--- src/rtl/tenant_demux.sv ---
// Packet-level 1-to-2 AXI4-Stream demux: whole packets go to output 0 (uid==0) or output 1,
// each output behind a 2-entry skid buffer, with per-output packet counters.
module tenant_demux #(
    parameter int C_M_AXIS_DATA_WIDTH  = 256,
    parameter int C_S_AXIS_DATA_WIDTH  = 256,
    parameter int C_M_AXIS_TUSER_WIDTH = 128,
    parameter int C_S_AXIS_TUSER_WIDTH = 128,
    parameter int USER_ID_LSB          = 32,
    parameter int USER_ID_WIDTH        = 8,
    parameter int CNT_WIDTH            = 32
) (
    input  logic                              axis_aclk,
    input  logic                              axis_resetn,

    input  logic [C_S_AXIS_DATA_WIDTH-1:0]    s_axis_tdata,
    input  logic [C_S_AXIS_DATA_WIDTH/8-1:0]  s_axis_tkeep,
    input  logic [C_S_AXIS_TUSER_WIDTH-1:0]   s_axis_tuser,
    input  logic                              s_axis_tvalid,
    input  logic                              s_axis_tlast,
    output logic                              s_axis_tready,

    output logic [C_M_AXIS_DATA_WIDTH-1:0]    m_axis_0_tdata,
    output logic [C_M_AXIS_DATA_WIDTH/8-1:0]  m_axis_0_tkeep,
    output logic [C_M_AXIS_TUSER_WIDTH-1:0]   m_axis_0_tuser,
    output logic                              m_axis_0_tvalid,
    output logic                              m_axis_0_tlast,
    input  logic                              m_axis_0_tready,

    output logic [C_M_AXIS_DATA_WIDTH-1:0]    m_axis_1_tdata,
    output logic [C_M_AXIS_DATA_WIDTH/8-1:0]  m_axis_1_tkeep,
    output logic [C_M_AXIS_TUSER_WIDTH-1:0]   m_axis_1_tuser,
    output logic                              m_axis_1_tvalid,
    output logic                              m_axis_1_tlast,
    input  logic                              m_axis_1_tready,

    output logic [CNT_WIDTH-1:0]              pkt_cnt_0,
    output logic [CNT_WIDTH-1:0]              pkt_cnt_1,
    output logic                              dbg_state
);

    localparam int KEEP_W = C_M_AXIS_DATA_WIDTH / 8;

    typedef enum logic {
        ST_SOP    = 1'b0,
        ST_IN_PKT = 1'b1
    } state_t;

    typedef struct packed {
        logic                            last;
        logic [C_M_AXIS_TUSER_WIDTH-1:0] user;
        logic [KEEP_W-1:0]               keep;
        logic [C_M_AXIS_DATA_WIDTH-1:0]  data;
    } beat_t;

    // Handshake: a beat moves on any interface in a cycle where tvalid and tready
    // are both high at the rising clock edge; a source holds its beat stable until then.

    state_t                state;
    logic                  sel;
    logic                  route_sop;
    logic                  eff_sel;
    logic                  accept;
    beat_t                 in_beat;
    beat_t                 a_q [2];
    beat_t                 b_q [2];
    logic [1:0]            a_vld;
    logic [1:0]            b_vld;
    logic [1:0]            full;
    logic [1:0]            push;
    logic [1:0]            pop;
    logic [1:0]            m_ready;
    logic [CNT_WIDTH-1:0]  cnt [2];

    assign route_sop = (s_axis_tuser[USER_ID_LSB +: USER_ID_WIDTH] != '0);
    assign eff_sel   = (state == ST_SOP) ? route_sop : sel;
    assign m_ready   = {m_axis_1_tready, m_axis_0_tready};

    assign in_beat.last = s_axis_tlast;
    assign in_beat.user = s_axis_tuser;
    assign in_beat.keep = s_axis_tkeep;
    assign in_beat.data = s_axis_tdata;

    // Only the buffer the current beat is steered to can stall the input.
    assign s_axis_tready = ~full[eff_sel];
    assign accept        = s_axis_tvalid & s_axis_tready;

    always_comb begin
        full = '0;
        push = '0;
        pop  = '0;
        for (int n = 0; n < 2; n++) begin
            full[n] = a_vld[n] & b_vld[n];
            pop[n]  = a_vld[n] & m_ready[n];
            push[n] = accept & (eff_sel == 1'(n));
        end
    end

    always_ff @(posedge axis_aclk or negedge axis_resetn) begin
        if (!axis_resetn) begin
            state <= ST_SOP;
            sel   <= 1'b0;
        end else if (accept) begin
            case (state)
                ST_SOP: begin
                    if (!s_axis_tlast) begin
                        sel   <= route_sop;
                        state <= ST_IN_PKT;
                    end
                end
                ST_IN_PKT: begin
                    if (s_axis_tlast) state <= ST_SOP;
                end
                default: state <= ST_SOP;
            endcase
        end
    end

    // Skid buffers: entry A drives the output, entry B only fills while A is stuck.
    always_ff @(posedge axis_aclk or negedge axis_resetn) begin
        if (!axis_resetn) begin
            a_vld <= '0;
            b_vld <= '0;
            for (int n = 0; n < 2; n++) begin
                a_q[n] <= '0;
                b_q[n] <= '0;
                cnt[n] <= '0;
            end
        end else begin
            for (int n = 0; n < 2; n++) begin
                if (pop[n]) begin
                    if (b_vld[n]) begin
                        a_q[n]   <= b_q[n];
                        b_vld[n] <= push[n];
                        if (push[n]) b_q[n] <= in_beat;
                    end else begin
                        a_vld[n] <= push[n];
                        if (push[n]) a_q[n] <= in_beat;
                    end
                end else if (!a_vld[n]) begin
                    a_vld[n] <= push[n];
                    if (push[n]) a_q[n] <= in_beat;
                end else if (push[n]) begin
                    b_q[n]   <= in_beat;
                    b_vld[n] <= 1'b1;
                end
                if (push[n] && s_axis_tlast) cnt[n] <= cnt[n] + 1'b1;
            end
        end
    end

    assign m_axis_0_tvalid = a_vld[0];
    assign m_axis_0_tdata  = a_q[0].data;
    assign m_axis_0_tkeep  = a_q[0].keep;
    assign m_axis_0_tuser  = a_q[0].user;
    assign m_axis_0_tlast  = a_q[0].last;

    assign m_axis_1_tvalid = a_vld[1];
    assign m_axis_1_tdata  = a_q[1].data;
    assign m_axis_1_tkeep  = a_q[1].keep;
    assign m_axis_1_tuser  = a_q[1].user;
    assign m_axis_1_tlast  = a_q[1].last;

    assign pkt_cnt_0 = cnt[0];
    assign pkt_cnt_1 = cnt[1];
    assign dbg_state = state;

endmodule

--- config.mk ---
export PLATFORM = sky130hd
export DESIGN_NAME = tenant_demux
export DESIGN_NICKNAME = d
export VERILOG_FILES = /design/src/rtl/tenant_demux.sv
export SDC_FILE = /design/constraint.sdc
export NUM_CORES = 2
export LEC_CHECK = 0
export ABC_AREA = 1
export BUFFER_PORTS_ARGS = -buffer_cell sky130_fd_sc_hd__buf_2
export CORE_AREA = 5 5 509 511
export DETAILED_ROUTE_END_ITERATION = 6
export DIE_AREA = 0 0 514 516
export GPL_ROUTABILITY_DRIVEN = 0
export PLACE_DENSITY = 0.52
export SLEW_MARGIN = 15
export SYNTH_ARGS = -nofsm -noshare
export SYNTH_HDL_FRONTEND = slang
export SYNTH_SLANG_ARGS = --single-unit
--- constraint.sdc ---
create_clock -name axis_aclk -period 3.55 [get_ports axis_aclk]
set_input_delay 0.1775 -clock axis_aclk [delete_from_list [all_inputs] [get_ports axis_aclk]]
set_output_delay 0.1775 -clock axis_aclk [all_outputs]
set_load 0.005 [all_outputs]
### Yosys cells after proc, flatten, opt, wreduce, memory -nomap -nowiden

Index checks and enable logic that the tools add are counted.

* input bits: 422
* memories kept: 0
* memory bits (read-only): 0
* bits in registers: 1738
* bits in writable memories: 0
* latch bits: 0

* shift operators: 0
* bitwise operators: 11
* equal/unequal tests: 6
* add/sub/neg operators: 2
* $lt $le $gt $ge: 1
* multipliers: 0
* divide/modulo/power cells: 0
* multiplexer cells: 34
* reduce and logical (&&, ||, !) cells: 12

Operator list (number)
* $mux W417: 16
* $add A32 B1 Y32 const B: 2
* $mux W1: 18
* $ne A2 B2 Y1 const B: 4
* $reduce_and A2 Y1: 4
* $reduce_bool A2 Y1: 4
* $reduce_bool A8 Y1: 1
* $and A1 B1 Y1: 7
* $ne A2 B1 Y1 const B: 2
* $not A1 Y1: 4
* $reduce_and A3 Y1: 1
* $logic_and A1 B1 Y1: 2
* $lt A1 B2 Y1 const B: 1

### Longest topological paths before layout

* depth after elaboration: 10
* depth in mapped cells: 13
* depth with buffers taken out: 10

### Worst setup path before layout

No wires, ideal clock.

* path type: flip-flop to flip-flop
* start point: register state (netlist: dbg_state)
* end point: register b_q[585] (netlist bit)
* library setup time: 0.130 ns
* path slack: 1.814 ns
* arrival time: 1.606 ns
* path buffers: 3
* clock period less this slack: 1.736 ns
* stages on the path, launching flop included: 12
* cell sequence: dfrtp_1 inv_1 or2_1 nand2_2 nand3_2 inv_2 nand2_1 buf_6 buf_2 buf_2 nand2_1 o21ai_1

* cells in the longest elaborated chain, start to end: 9
* elaborated cells between the ends (all ways): 11
* classes of those cells: mux (7); bitwise (4)

RTL lines
* from (decl): RTL line 58 `state_t state;`
* from (signal assigned): RTL line 100 `state <= ST_SOP;`
* from (signal assigned): RTL line 107 `state <= ST_IN_PKT;`
* from (signal assigned): RTL line 111 `if (s_axis_tlast) state <= ST_SOP;`
* $mux W1 *: RTL line 75 `assign eff_sel = (state == ST_SOP) ? route_sop : sel;`
* $mux W1 (not written as such) (2 in series): RTL line 84 `assign s_axis_tready = ~full[eff_sel];`
* $not A1 Y1: RTL line 84
* $and A1 B1 Y1: RTL line 85 `assign accept = s_axis_tvalid & s_axis_tready;`
* $and A1 B1 Y1 *: RTL line 94 `push[n] = accept & (eff_sel == 1'(n));`
* $mux W417 *
* $mux W417, on equally long branches
* $mux W417 *
* to (signal, indexed assignment): RTL line 134 `if (push[n]) b_q[n] <= in_beat;`
* to (signal, indexed assignment): RTL line 143 `b_q[n] <= in_beat;`
* to (decl): RTL line 65 `beat_t b_q [2];`

Every way passes the cells marked *; elsewhere a longest branch is shown, timed or not. The select of a mux whose other input is x is not followed.
A chain may end at the register's enable or synchronous reset.

### Worst setup path after layout

* start point: register state (netlist: dbg_state)
* end point: output port s_axis_tready

* cells in the longest elaborated chain, start to end: 4

RTL lines
* $mux W1: RTL line 75
* $mux W1 (not written as such) (2 in series): RTL line 84
* $not A1 Y1: RTL line 84
* to (decl): RTL line 20 `output logic s_axis_tready,`

Every way passes these cells. The select of a mux whose other input is x is not followed.

==> impl_metrics.xml <==
<?xml version="1.0" encoding="UTF-8"?>
<metrics>
  <group name="status">
    <metric name="run_status" unit="">completed</metric>
  </group>
  <group name="power">
    <metric name="vdd_drop_max" unit="V">0.0006861</metric>
    <metric name="leakagePower" unit="nW">54.95</metric>
    <metric name="p_seq_share" unit="%">37.2</metric>
    <metric name="p_int" unit="W">0.05617</metric>
    <metric name="power.switching_fraction" unit="%">43.53</metric>
    <metric name="total_switching_power" unit="W">0.04330</metric>
    <metric name="clkPwrFrac" unit="%">21.6</metric>
    <metric name="comb_power_share" unit="%">41.2</metric>
    <metric name="pwr_density_cell" unit="nW/um2">954.0</metric>
  </group>
  <group name="clock_network">
    <metric name="clk_path_buf_depth" unit="">3</metric>
    <metric name="cts_htree_levels" unit="">4</metric>
    <metric name="clock_latency" unit="ps">870</metric>
    <metric name="number_of_buffers_inserted_to_repair_setup_after_cts" unit="">0</metric>
    <metric name="clkTransAtPathRegs" unit="ps">60</metric>
    <metric name="cts_made_buffers" unit="">200</metric>
    <metric name="clock_sink_count" unit="">1738</metric>
    <metric name="cts-root-buf" unit="">sky130_fd_sc_hd__clkbuf_16</metric>
    <metric name="cts_tree" unit="">built</metric>
  </group>
  <group name="grt">
    <metric name="first_global_vias" unit="">77310</metric>
    <metric name="initial_antenna_violation_count" unit="">46</metric>
    <metric name="grt_first_pass_wirelength" unit="um">528200</metric>
    <metric name="grt_start_max_net_pins" unit="">179</metric>
    <metric name="grt_usage" unit="%">25.91</metric>
    <metric name="global_route.overflow_total" unit="">0</metric>
  </group>
  <group name="synth">
    <metric name="flip_flop_cell_with_the_highest_count_after_synthesis" unit="">sky130_fd_sc_hd__dfrtp_1</metric>
    <metric name="synth_register_bits" unit="">1738</metric>
    <metric name="yosysSeqAreaShare" unit="%">52.19</metric>
    <metric name="portion_of_synthesized_cell_area_occupied_by_the_leading_cell_type" unit="%">52.19</metric>
    <metric name="synth_enable_flop_cells" unit="">0</metric>
    <metric name="synth.lib_cells_used.distinct" unit="">32</metric>
    <metric name="synthTopCellsByCount" unit="">4444 x sky130_fd_sc_hd__nand2_1, 1738 x sky130_fd_sc_hd__dfrtp_1, 882 x sky130_fd_sc_hd__inv_1</metric>
    <metric name="synthMostInstantiatedCell" unit="">sky130_fd_sc_hd__nand2_1</metric>
    <metric name="synthesis.yosys.warnings" unit="">0</metric>
    <metric name="ys_top_cells_by_area" unit="">sky130_fd_sc_hd__dfrtp_1 52%, sky130_fd_sc_hd__nand2_1 20%, sky130_fd_sc_hd__inv_1 4.0%, sky130_fd_sc_hd__o21ai_1 3.8%, sky130_fd_sc_hd__a22oi_1 3.7%</metric>
    <metric name="synthesis.area" unit="um2">83340</metric>
    <metric name="postSynthCellCount" unit="">10600</metric>
    <metric name="synth_nets" unit="">11020</metric>
    <metric name="synthesis.area_per_instance" unit="um2">7.862</metric>
    <metric name="netlist.top_cell.by_area" unit="">sky130_fd_sc_hd__dfrtp_1</metric>
    <metric name="synth-async-reset-ratio" unit="%">100.0</metric>
  </group>
  <group name="setup_path">
    <metric name="critPathBufInv" unit="">3</metric>
    <metric name="slowest_stage" unit="">sky130_fd_sc_hd__dfrtp_1</metric>
    <metric name="critPathKind" unit="">reg2out</metric>
    <metric name="critPathTopFamily" unit="">simple AND/OR/NAND/NOR gates</metric>
    <metric name="critPathLaunchType" unit="">flop</metric>
    <metric name="critPathRequiredTime" unit="ps">3370</metric>
    <metric name="worst-path-max-fanout" unit="">93</metric>
    <metric name="worstPathCellList" unit="">inv_1 -&gt; or2_1 -&gt; nand2_8 -&gt; buf_12 -&gt; nand2_1 -&gt; nand2_1 -&gt; buf_2</metric>
    <metric name="crit_path_end_kind" unit="">primary output</metric>
    <metric name="cp_slowest_stage_delay" unit="ps">380</metric>
    <metric name="cp_data_arrival_time" unit="ps">2950</metric>
    <metric name="path_common_cell" unit="">sky130_fd_sc_hd__nand2_1</metric>
  </group>
  <group name="timing">
    <metric name="hold_violations" unit="">0</metric>
    <metric name="drv_slew" unit="">0</metric>
    <metric name="final.setup.worst_slack" unit="ps">417.9</metric>
    <metric name="setup_viol_count_final" unit="">0</metric>
    <metric name="period_share" unit="%">88.23</metric>
    <metric name="rsz_0062_raised_after_global_routing" unit="">no</metric>
    <metric name="fmaxAchievable" unit="MHz">319.3</metric>
    <metric name="period_minus_slack" unit="ps">3132</metric>
    <metric name="finalSetupTns" unit="ps">0</metric>
    <metric name="timing.max_slew.rel_slack" unit="%">13.48</metric>
    <metric name="tightestPinTransition" unit="ps">1298</metric>
    <metric name="fin_worst_skew" unit="ps">67.19</metric>
  </group>
  <group name="detailed_routing">
    <metric name="vias_per_cell" unit="">5.249</metric>
    <metric name="post_route_ant_nets" unit="">0</metric>
    <metric name="postRouteWirelength" unit="um">357100</metric>
    <metric name="wirelength_per_cell" unit="um">23.07</metric>
    <metric name="route.vias.total" unit="">81240</metric>
    <metric name="drt_first_iter_violations" unit="">7541</metric>
    <metric name="first_pass_iters" unit="">6</metric>
    <metric name="post-route-drc-count" unit="">0</metric>
  </group>
  <group name="floorplan">
    <metric name="fp.dieH" unit="um">516</metric>
    <metric name="floorplan.core_area" unit="um2">253500</metric>
    <metric name="num_io_pins" unit="">1324</metric>
    <metric name="floorplan.die_area" unit="um2">265200</metric>
    <metric name="floorplan.die.width" unit="um">514</metric>
    <metric name="floorplan.initialDensity" unit="%">32.88</metric>
    <metric name="row_count" unit="">185</metric>
  </group>
  <group name="cells_and_area">
    <metric name="synthToLayoutAreaGrowth" unit="%">25.11</metric>
    <metric name="instances_no_fill" unit="">15480</metric>
    <metric name="layout.nets" unit="">12340</metric>
    <metric name="layout-drive-gt1-share" unit="%">15.10</metric>
  </group>
  <group name="hold_path">
    <metric name="timing.hold.worst.class" unit="">in2reg</metric>
  </group>
  <group name="placement">
    <metric name="place.detailed.hpwl" unit="um">228000</metric>
    <metric name="port_buffers" unit="">1323</metric>
    <metric name="dpl.cell_count" unit="">14660</metric>
    <metric name="place_ws" unit="ps">505.7</metric>
  </group>
  <group name="flow_run">
    <metric name="max_cap_viol_count" unit="">0</metric>
  </group>
</metrics>
## sequential cells by signal, summed over array words and instances, names as in the netlist, 2 cells and up
name / flops
m_axis_0_tdata: 256
b_vld: 2
b_q: 834
pkt_cnt_0: 32
a_vld: 2
m_axis_1_tuser: 128
m_axis_1_tkeep: 32
pkt_cnt_1: 32
m_axis_1_tdata: 256
m_axis_0_tkeep: 32
m_axis_0_tuser: 128
## final cells by class
class,instances,area [um2]
fill,25420,149200
sequential,1738,43490
multi-input combinational,7181,33210
timing repair buffer,1908,13150
clock buffer,306,5957
tap,3366,4212
inverter,888,3363
clock inverter,59,810.8
antenna,31,77.57
## cell usage in the layout (no fill, tap or decap), drive strengths merged
cell type       n
a21boi          4
a21oi           6
a22oi         413
a31oi           1
buf          1485
bufinv         12
clkbuf        306
clkinv         40
clkinvlp        3
dfrtp        1738
diode          31
dlygate4sd3   423
ha              2
inv           892
nand2        4446
nand3         442
nand3b          9
nand4         433
nor2           87
nor3           24
o211ai        413
o21ai         858
o22ai           4
or2             1
xnor2          11
xor2           27
## final timing paths
path	start	end	slack, ps	depth (start not counted)
max	dbg_state	s_axis_tready	420	7
min	s_axis_tdata[65]	m_axis_1_tdata[65]	130	4
max reg2reg	a_vld[0]	b_q[650]	420	9
min reg2reg	b_q[95]	m_axis_1_tdata[95]	450	2
max in group asynchronous	axis_resetn	pkt_cnt_1[24]	1610	4
min in group asynchronous	axis_resetn	m_axis_0_tkeep[27]	580	3
## worst register-to-register path, cell delays in order (launching register included)
cell	delay [ps]
sky130_fd_sc_hd__dfrtp_1	490
sky130_fd_sc_hd__nand2_1	170
sky130_fd_sc_hd__nand2_4	120
sky130_fd_sc_hd__inv_8	110
sky130_fd_sc_hd__nor2_1	360
sky130_fd_sc_hd__inv_8	220
sky130_fd_sc_hd__nand2_4	410
sky130_fd_sc_hd__buf_12	450
sky130_fd_sc_hd__nand2_1	550
sky130_fd_sc_hd__o21ai_1	120
## what timing repair did
action | CTS | global route
resized for setup | 0 | 0
hold buffers | 423 | 0
hold endpoints to repair | 2270 | 0
## per-layer routing
layer	track usage, %	wire [um]	vias to the layer above
met4	12.89	20800	44
li1	-	-	37220
met3	5.794	28570	706
met2	39.80	157400	3452
met1	34.56	150100	39830
met5	0	273	-
## power by group through the flow
stage                     combinational [W]  clock, W  sequential (W)
after global routing                 0.0459    0.0227          0.0380
after global placement               0.0399         0          0.0368
final                                0.0410    0.0214          0.0370
after floorplan                      0.0238         0          0.0350
after CTS                            0.0414    0.0219          0.0369
after detailed placement             0.0408         0          0.0370
## per-stage QoR
stage	hold slack [ps]	power (W)	utilization, %	instance area, um2
global placement	294.4	0.07669	36.77	93190
detailed placement	294.8	0.07786	36.77	93190
global route	93.15	0.1066	41.12	104200
CTS	29.61	0.1002	41.11	104200
finish	130.0	0.09947	41.14	104300
floorplan	-118.1	0.05883	-	83340
## kinds of logic (layout without fill, tap and decap cells)
group / count (synthesis) / in the layout / share of synthesized area (%)
flops: 1738 / 1738 / 52.19
simple gates: 5442 / 5442 / 26.59
buf+inv: 1681 / 3161 / 8.053
compound gates: 1699 / 1699 / 12.74
other cells: 0 / 31 / 0
xor+xnor: 38 / 38 / 0.3994
fa+ha+maj: 2 / 2 / 0.03002
Note: power is estimated with default switching activity, not from simulation.
